$ cat config.mk
export PLATFORM = sky130hd
export DESIGN_NAME = write_back_pipe_flat
export DESIGN_NICKNAME = d
export VERILOG_FILES = /design/src/rtl/write_back_pipe_if.sv /design/src/rtl/write_back_pipe.sv /design/src/flat_wrapper.sv
export SDC_FILE = /design/constraint.sdc
export NUM_CORES = 2
export LEC_CHECK = 0
export ABC_AREA = 1
export CAP_MARGIN = 10
export CELL_PAD_IN_SITES_DETAIL_PLACEMENT = 0
export CELL_PAD_IN_SITES_GLOBAL_PLACEMENT = 1
export CORE_AREA = 4 4 400 402
export DETAILED_ROUTE_END_ITERATION = 8
export DIE_AREA = 0 0 404 406
export PLACE_DENSITY_LB_ADDON = 0.1
export SYNTH_ARGS = -nofsm -noshare
export SYNTH_HDL_FRONTEND = slang
export SYNTH_SLANG_ARGS = --single-unit
export TNS_END_PERCENT = 10
$ cat constraint.sdc
create_clock -name clock -period 16.6 [get_ports clock]
set_clock_uncertainty 0.2 [all_clocks]
set_input_delay 1.66 -clock clock [delete_from_list [all_inputs] [get_ports clock]]
set_output_delay 1.66 -clock clock [all_outputs]
set_load 0.01 [all_outputs]
$ cat src/rtl/write_back_pipe_if.sv
// write_back_pipe_if
//   Bundles the dual-pipe result inputs, flush, and the register-file write
//   ports / status outputs of write_back_pipe.
//   master : producer side (execution units / bench) drives results and flush,
//            observes write ports and status.
//   slave  : write_back_pipe itself.
//   Parameter LAT_W is the width of the latency fields.
interface write_back_pipe_if #(
  parameter int LAT_W = 3
);
  logic             ep_result_valid;
  logic [6:0]       ep_result_rt;
  logic [127:0]     ep_result_value;
  logic [LAT_W-1:0] ep_result_latency;
  logic             op_result_valid;
  logic [6:0]       op_result_rt;
  logic [127:0]     op_result_value;
  logic [LAT_W-1:0] op_result_latency;
  logic             flush;

  logic             wrt_en_ep;
  logic [6:0]       rt_ep_address;
  logic [127:0]     rt_value_ep;
  logic             wrt_en_op;
  logic [6:0]       rt_op_address;
  logic [127:0]     rt_value_op;
  logic             wb_collision;
  logic [1:0]       slot_conflict;
  logic [1:0]       illegal_latency;
  logic [15:0]      collision_count;

  modport master (
    output ep_result_valid, ep_result_rt, ep_result_value, ep_result_latency,
    output op_result_valid, op_result_rt, op_result_value, op_result_latency,
    output flush,
    input  wrt_en_ep, rt_ep_address, rt_value_ep,
    input  wrt_en_op, rt_op_address, rt_value_op,
    input  wb_collision, slot_conflict, illegal_latency, collision_count
  );

  modport slave (
    input  ep_result_valid, ep_result_rt, ep_result_value, ep_result_latency,
    input  op_result_valid, op_result_rt, op_result_value, op_result_latency,
    input  flush,
    output wrt_en_ep, rt_ep_address, rt_value_ep,
    output wrt_en_op, rt_op_address, rt_value_op,
    output wb_collision, slot_conflict, illegal_latency, collision_count
  );
endinterface

$ cat src/rtl/write_back_pipe.sv
// write_back_pipe
//   Aligns even- and odd-pipe results of differing latency to a common retire
//   stage (stage DEPTH) and drives the two register-file write ports. A result
//   with latency L is inserted directly into stage L; every stage shifts one
//   step per cycle. Same-cycle writes to one RT are resolved in favour of the
//   odd pipe.
//   Ports:
//     clock  rising-edge clock
//     reset  synchronous active-high, clears all valid bits, pulses and counter
//     bus    write_back_pipe_if.slave: result inputs, flush, write ports,
//            wb_collision, slot_conflict, illegal_latency, collision_count
module write_back_pipe #(
  parameter int DEPTH = 7,
  parameter int LAT_W = 3
) (
  input logic              clock,
  input logic              reset,
  write_back_pipe_if.slave bus
);

  // Index 0 is the even pipe, index 1 the odd pipe throughout.
  logic [DEPTH:1]   valid_r [2];
  logic [6:0]       rt_r    [2][1:DEPTH];
  logic [127:0]     value_r [2][1:DEPTH];
  logic [1:0]       conflict_r;
  logic [1:0]       illegal_r;
  logic [15:0]      count_r;

  logic [1:0]       in_valid_s;
  logic [6:0]       in_rt_s    [2];
  logic [127:0]     in_value_s [2];
  logic [LAT_W-1:0] in_lat_s   [2];
  logic [1:0]       legal_s;
  logic [1:0]       insert_s;
  logic [1:0]       conflict_s;
  logic [1:0]       illegal_s;
  logic             ep_ret_s;
  logic             op_ret_s;
  logic             collision_s;
  logic             en_ep_s;
  logic [15:0]      count_next_s;

  // Gather both pipes' inputs into indexable arrays.
  always_comb begin
    in_valid_s    = {bus.op_result_valid, bus.ep_result_valid};
    in_rt_s[0]    = bus.ep_result_rt;
    in_rt_s[1]    = bus.op_result_rt;
    in_value_s[0] = bus.ep_result_value;
    in_value_s[1] = bus.op_result_value;
    in_lat_s[0]   = bus.ep_result_latency;
    in_lat_s[1]   = bus.op_result_latency;
  end

  // Latency legality, insertion qualification and overwrite detection.
  always_comb begin
    legal_s    = 2'b00;
    insert_s   = 2'b00;
    conflict_s = 2'b00;
    illegal_s  = 2'b00;
    for (int p = 0; p < 2; p++) begin
      legal_s[p]   = (in_lat_s[p] != '0) && (int'(in_lat_s[p]) <= DEPTH);
      // Flush swallows same-cycle results silently, including illegal ones.
      insert_s[p]  = !bus.flush && in_valid_s[p] && legal_s[p];
      illegal_s[p] = !bus.flush && in_valid_s[p] && !legal_s[p];
      // Stage 1 has no shift source, so only stages 2..DEPTH can conflict.
      for (int k = 2; k <= DEPTH; k++) begin
        conflict_s[p] = conflict_s[p] |
                        (insert_s[p] && (int'(in_lat_s[p]) == k) && valid_r[p][k-1]);
      end
    end
  end

  // Retire stage decode and collision resolution (odd pipe wins).
  always_comb begin
    ep_ret_s    = valid_r[0][DEPTH];
    op_ret_s    = valid_r[1][DEPTH];
    collision_s = ep_ret_s && op_ret_s && (rt_r[0][DEPTH] == rt_r[1][DEPTH]);
    en_ep_s     = ep_ret_s && !collision_s;
    // The count output includes the collision being reported this cycle.
    if (collision_s && (count_r != 16'hFFFF)) begin
      count_next_s = count_r + 16'd1;
    end else begin
      count_next_s = count_r;
    end
  end

  // Stage shift/insert, status pulses and collision counter.
  always_ff @(posedge clock) begin
    if (reset) begin
      for (int p = 0; p < 2; p++) begin
        valid_r[p] <= '0;
      end
      conflict_r <= 2'b00;
      illegal_r  <= 2'b00;
      count_r    <= 16'h0000;
    end else begin
      for (int p = 0; p < 2; p++) begin
        if (insert_s[p] && (int'(in_lat_s[p]) == 1)) begin
          valid_r[p][1] <= 1'b1;
          rt_r[p][1]    <= in_rt_s[p];
          value_r[p][1] <= in_value_s[p];
        end else begin
          valid_r[p][1] <= 1'b0;
        end
        for (int k = 2; k <= DEPTH; k++) begin
          if (insert_s[p] && (int'(in_lat_s[p]) == k)) begin
            valid_r[p][k] <= 1'b1;
            rt_r[p][k]    <= in_rt_s[p];
            value_r[p][k] <= in_value_s[p];
          end else begin
            valid_r[p][k] <= valid_r[p][k-1] & ~bus.flush;
            rt_r[p][k]    <= rt_r[p][k-1];
            value_r[p][k] <= value_r[p][k-1];
          end
        end
      end
      conflict_r <= conflict_s;
      illegal_r  <= illegal_s;
      count_r    <= count_next_s;
    end
  end

  assign bus.wrt_en_ep       = en_ep_s;
  assign bus.rt_ep_address   = en_ep_s ? rt_r[0][DEPTH] : 7'd0;
  assign bus.rt_value_ep     = en_ep_s ? value_r[0][DEPTH] : 128'd0;
  assign bus.wrt_en_op       = op_ret_s;
  assign bus.rt_op_address   = op_ret_s ? rt_r[1][DEPTH] : 7'd0;
  assign bus.rt_value_op     = op_ret_s ? value_r[1][DEPTH] : 128'd0;
  assign bus.wb_collision    = collision_s;
  assign bus.slot_conflict   = conflict_r;
  assign bus.illegal_latency = illegal_r;
  assign bus.collision_count = count_next_s;

endmodule
$ cat src/flat_wrapper.sv
// flat-port wrapper written by rule: the top's interface ports become plain ports
module write_back_pipe_flat 
#(
  parameter int DEPTH = 7,
  parameter int LAT_W = 3
)
  (clock, reset, bus_ep_result_valid, bus_ep_result_rt, bus_ep_result_value, bus_ep_result_latency, bus_op_result_valid, bus_op_result_rt, bus_op_result_value, bus_op_result_latency, bus_flush, bus_wrt_en_ep, bus_rt_ep_address, bus_rt_value_ep, bus_wrt_en_op, bus_rt_op_address, bus_rt_value_op, bus_wb_collision, bus_slot_conflict, bus_illegal_latency, bus_collision_count);
  write_back_pipe_if #(.LAT_W(LAT_W)) bus_i ();
  input logic clock;
  input logic reset;
  input wire logic [$bits(bus_i.ep_result_valid)-1:0] bus_ep_result_valid;
  input wire logic [$bits(bus_i.ep_result_rt)-1:0] bus_ep_result_rt;
  input wire logic [$bits(bus_i.ep_result_value)-1:0] bus_ep_result_value;
  input wire logic [$bits(bus_i.ep_result_latency)-1:0] bus_ep_result_latency;
  input wire logic [$bits(bus_i.op_result_valid)-1:0] bus_op_result_valid;
  input wire logic [$bits(bus_i.op_result_rt)-1:0] bus_op_result_rt;
  input wire logic [$bits(bus_i.op_result_value)-1:0] bus_op_result_value;
  input wire logic [$bits(bus_i.op_result_latency)-1:0] bus_op_result_latency;
  input wire logic [$bits(bus_i.flush)-1:0] bus_flush;
  output wire logic [$bits(bus_i.wrt_en_ep)-1:0] bus_wrt_en_ep;
  output wire logic [$bits(bus_i.rt_ep_address)-1:0] bus_rt_ep_address;
  output wire logic [$bits(bus_i.rt_value_ep)-1:0] bus_rt_value_ep;
  output wire logic [$bits(bus_i.wrt_en_op)-1:0] bus_wrt_en_op;
  output wire logic [$bits(bus_i.rt_op_address)-1:0] bus_rt_op_address;
  output wire logic [$bits(bus_i.rt_value_op)-1:0] bus_rt_value_op;
  output wire logic [$bits(bus_i.wb_collision)-1:0] bus_wb_collision;
  output wire logic [$bits(bus_i.slot_conflict)-1:0] bus_slot_conflict;
  output wire logic [$bits(bus_i.illegal_latency)-1:0] bus_illegal_latency;
  output wire logic [$bits(bus_i.collision_count)-1:0] bus_collision_count;
  assign bus_i.ep_result_valid = bus_ep_result_valid;
  assign bus_i.ep_result_rt = bus_ep_result_rt;
  assign bus_i.ep_result_value = bus_ep_result_value;
  assign bus_i.ep_result_latency = bus_ep_result_latency;
  assign bus_i.op_result_valid = bus_op_result_valid;
  assign bus_i.op_result_rt = bus_op_result_rt;
  assign bus_i.op_result_value = bus_op_result_value;
  assign bus_i.op_result_latency = bus_op_result_latency;
  assign bus_i.flush = bus_flush;
  assign bus_wrt_en_ep = bus_i.wrt_en_ep;
  assign bus_rt_ep_address = bus_i.rt_ep_address;
  assign bus_rt_value_ep = bus_i.rt_value_ep;
  assign bus_wrt_en_op = bus_i.wrt_en_op;
  assign bus_rt_op_address = bus_i.rt_op_address;
  assign bus_rt_value_op = bus_i.rt_value_op;
  assign bus_wb_collision = bus_i.wb_collision;
  assign bus_slot_conflict = bus_i.slot_conflict;
  assign bus_illegal_latency = bus_i.illegal_latency;
  assign bus_collision_count = bus_i.collision_count;
  write_back_pipe #(.DEPTH(DEPTH), .LAT_W(LAT_W)) u_core (.clock(clock), .reset(reset), .bus(bus_i));
endmodule
Word-level counts from Yosys, hierarchy flattened
Memory sizes are Yosys's and may differ from the RTL's.
Cells that the tools add are included.
- RAM bits: 1904
- latch bits: 0
- memories kept: 3
- logic and storage cells: 283
- output and inout port bits: 293
- memory bits (read-only): 0
- register bits: 20
- memories (memory ; depth ; bits a word ; rd ports ; clocked after Yosys merged registers in ; wr ports ; line ; text):
    u_core.value_r ; 2 ; 896 ; 2 ; 0 ; 2 ; write_back_pipe.sv:24 ; logic [127:0] value_r [2][1:DEPTH];
    u_core.rt_r ; 2 ; 49 ; 2 ; 0 ; 2 ; write_back_pipe.sv:23 ; logic [6:0] rt_r [2][1:DEPTH];
    u_core.valid_r ; 2 ; 7 ; 2 ; 0 ; 2 ; write_back_pipe.sv:22 ; logic [DEPTH:1] valid_r [2];
- $lt $le $gt $ge: 0
- add/sub/neg operators: 1
- multiply operators: 0
- reductions and logical operators: 42
- divide/modulo/power cells: 0
- shift-type cells: 0
- equal/unequal tests: 16
- bitwise gates (word level): 75
- multiplexer cells: 143
- operators by type and width (kind ; number):
    $mux 128 ; 14
    $mux 1 ; 114
    $mux 7 ; 14
    $or 1x1->1 ; 62
    $logic_and 1x1->1 ; 36
    $eq 3x3->1 const B ; 8
    $add 16x1->16 const B ; 1
    $mux 16 ; 1
    $ne 16x16->1 const B ; 1
    $and 1x1->1 ; 12
    $eq 3x2->1 const B ; 4
    $eq 7x7->1 ; 1
    $eq 3x1->1 const B ; 2
    $reduce_bool 3->1 ; 2
    $logic_not 1->1 ; 4
    $not 1->1 ; 1

Depth between registers and ports, before layout
- depth in word-level cells: 10
- depth in mapped cells: 10

Worst setup path before layout
No wires, ideal clock.
- kind: in2reg
- start: input reset
- end: memory u_core.rt_r[0][42] (netlist name), enable pin
- arrival time: 6.261 ns
- required time: 15.889 ns
- slack: 9.628 ns
- cell stages on the path: 4
- cells stage by stage: buf_4 inv_4 buf_4 and3_1
- RTL lines (item ; line ; text):
    from (decl) ; flat_wrapper.sv:10 ; input logic reset;
    to (decl) ; write_back_pipe.sv:23 ;

==> flow_metrics.py <==
metrics = {
    "setup_path": {
        "endpoint_kind": "flop",
        "cp.arrival_ns": 6.83,
        "crit_slowest_cell": "buf_4",
        "r2r_cells": 10,
        "cpMostUsedCell": "buf_4",
        "worstSetupStartpointType": "input port",
        "crit_chain": "buf_4 > inv_8 > buf_4 > nand2_4 > inv_4 > buf_4 > buf_4 > nand2_1 > nand2_1",
        "critical_path_class": "input port to flop",
        "required_ns": 17.06,
        "path_max_fanout": 98,
        "critPathMaxStageDelay_ns": 0.90,
    },
    "floorplanning": {
        "die_x_um": 404,
        "dieArea_um2": 164000,
        "row_count": 145,
        "initial_utilization_pct": 51.9,
        "num_io_pins": 574,
        "die-height_um": 406,
        "core_area_um2": 156000,
    },
    "clocking": {
        "postCtsHoldBufs": 0,
        "h-tree-depth": 4,
        "post_cts_buffers": 0,
        "cts.path.max_buffers": 3,
        "clock-sinks": 1924,
        "cts_tree": "yes",
        "cts_buffers": 196,
        "cts.reportedPaths.clkPinSlew_ns": 0.06,
        "cts_root_buffer": "clkbuf_16",
        "clock_latency_ns": 0.81,
        "cts_repair_resize_count": 0,
    },
    "synthesis": {
        "synth_mux_area_share_pct": 11.3,
        "synth-compound-area-share_pct": 0.209,
        "synthXorXnorAreaFrac_pct": 0.0758,
        "yosysSeqAreaShare_pct": 71.1,
        "yosys_warnings": 0,
        "synth-async-reset-ratio_pct": 0,
        "ys_types": 32,
        "synth_area_per_cell_um2": 12.8,
        "synth-simple-area-share_pct": 13.7,
        "synthCells": 6307,
        "synth_ff_type": "edfxtp_1",
        "ys_ff_latch": 1924,
        "synth_edf_count": 1903,
        "syn_area_um2": 80900,
        "synth_top_family_by_area": "simple AND/OR/NAND/NOR gates",
        "synth-adder-area-share_pct": 0.0155,
    },
    "final_layout": {
        "drive_above_1_share_pct": 15.4,
        "stdcell_count": 9083,
        "final_nets": 7129,
        "syn_to_final_growth_pct": 16.6,
    },
    "flow_run": {
        "cap_viol_max_count": 0,
    },
    "placed_design": {
        "hpwl_um": 110000,
        "numPortBuffers": 573,
        "place.gp.congestion": 0.764,
        "dp_cells": 8707,
    },
    "timing": {
        "setup_violations": 0,
        "fin_tns_setup_ns": 0,
        "whs_ns": 0.297,
        "fin_crit_sh_pct": 38.4,
        "hold_viol_final": 0,
        "worstMarginPinSlew_ns": 1.17,
        "maxSlewViolCount": 0,
        "fin_crit_ns": 6.37,
        "slew_headroom_pct": 22.2,
        "rsz0062_at_grt": "no",
        "max_freq_mhz": 157,
    },
    "hold_path": {
        "min_path_cells": 2,
        "min_path_type": "flop to flop",
    },
    "detailed_routing": {
        "drc_errors": 0,
        "wl_um": 202000,
        "viasPerCell": 5.30,
        "wl_per_cell_um": 22.3,
        "first_pass_iters": 6,
        "drtIter0Drc": 3638,
        "drtAntennaViolNets": 0,
        "vias": 48173,
    },
    "power": {
        "powerDensity_nw_per_um2": 116,
        "ir_drop_mv": 0.0951,
        "power.leakage_nw": 37.5,
        "p_total_w": 0.0109,
    },
    "global_routing": {
        "antenna_found_initial": 49,
        "first_global_vias": 48140,
        "overflow": 0,
        "grt_max_degree": 137,
        "grt_pass1_wl_um": 304000,
        "grt_usage_pct": 24.5,
    },
    "status": {
        "status": "finished, final reports clean",
    },
}
==> power by group <==
part / switching, W / internal [W]
Sequential: 0.0000781 / 0.00572
Clock: 0.00183 / 0.00240
Combinational: 0.000557 / 0.000363
==> cell type report <==
class	instances	area [µm²]
repair buffers	621	6110
clock inverters	91	719
well taps	2058	2570
multi-input cells	3781	20700
diodes	27	67.6
clock buffers	258	5350
fillers	12492	61700
inverters	323	1290
flip-flops and latches	1924	57600
==> worst max-delay path: cells and delay by family <==
kind	cells	cell delay [ns]
buffers and inverters	6	3.85
AND/OR/NAND/NOR	3	0.80
==> cell usage in the layout, fill, tap and decap left out, types with 27 or more instances in the layout <==
cell type	n
nand3_1	33
clkinv_2	28
edfxtp_1	1903
mux2_1	93
clkinv_1	42
buf_4	48
mux2_2	717
inv_1	299
nor2_1	166
nand2_1	2682
clkbuf_16	203
clkdlybuf4s50_1	572
diode_2	27
a21oi_1	29
clkbuf_1	49
==> cells by family (layout without fill, tap and decap cells) <==
| group | after synthesis | after routing |
|---|---|---|
| simple gates | 2917 | 2917 |
| flops | 1924 | 1924 |
| mux | 810 | 810 |
| buf+inv | 614 | 1293 |
| compound gates | 33 | 33 |
| xor+xnor | 7 | 7 |
| fa+ha+maj | 1 | 1 |
| other cells | 1 | 40 |
==> stage by stage <==
step / utilization [%] / instance area (µm²) / setup slack (ns)
after detailed placement: 56.5 / 88200 / 9.55
after global placement: 56.5 / 88200 / 9.61
after CTS: 60.4 / 94300 / 10.27
after global routing: 60.4 / 94300 / 10.08
after floorplan: - / 81000 / 9.63
final: 60.5 / 94300 / 10.23
==> registers in the layout, summed over array words and instances, names as in the netlist <==
signal	cells
u_core.rt_r	98
u_core.count_r	16
u_core.valid_r	14
u_core.bus.slot_conflict	2
u_core.bus.illegal_latency	2
u_core.value_r	1792
==> path summary, 6_finish.rpt <==
check,start,to,slack (ns)
worst max register to register,u_core.count_r[0],u_core.count_r[0],14.18
worst min register to register,u_core.valid_r[1][0],u_core.bus.slot_conflict[1],0.30
worst max-delay path,reset,u_core.value_r[0][618],10.23
worst min-delay path,u_core.valid_r[1][0],u_core.bus.slot_conflict[1],0.30
==> per-layer routing <==
metal,global-route usage (%),vias to the layer above,routed length (µm)
met5,0,-,155
met4,7.94,24,5750
met3,5.51,300,14000
met2,39.2,1320,94100
met1,33.7,24022,88200
li1,-,22507,-
==> synthesized netlist by cell type, drive strengths merged (5+ instances only) <==
| library cell | instances | share of area [%] |
|---|---|---|
| edfxtp | 1903 | 71 |
| nor2 | 173 | 0.84 |
| mux2 | 810 | 11 |
| nand4 | 5 | 0.039 |
| nand3 | 34 | 0.22 |
| a21oi | 29 | 0.18 |
| dfxtp | 21 | 0.52 |
| clkbuf | 49 | 0.23 |
| and3 | 6 | 0.046 |
| inv | 322 | 1.5 |
| buf | 242 | 1.8 |
| nand2 | 2696 | 13 |
Note: power is estimated with default switching activity, not from simulation.
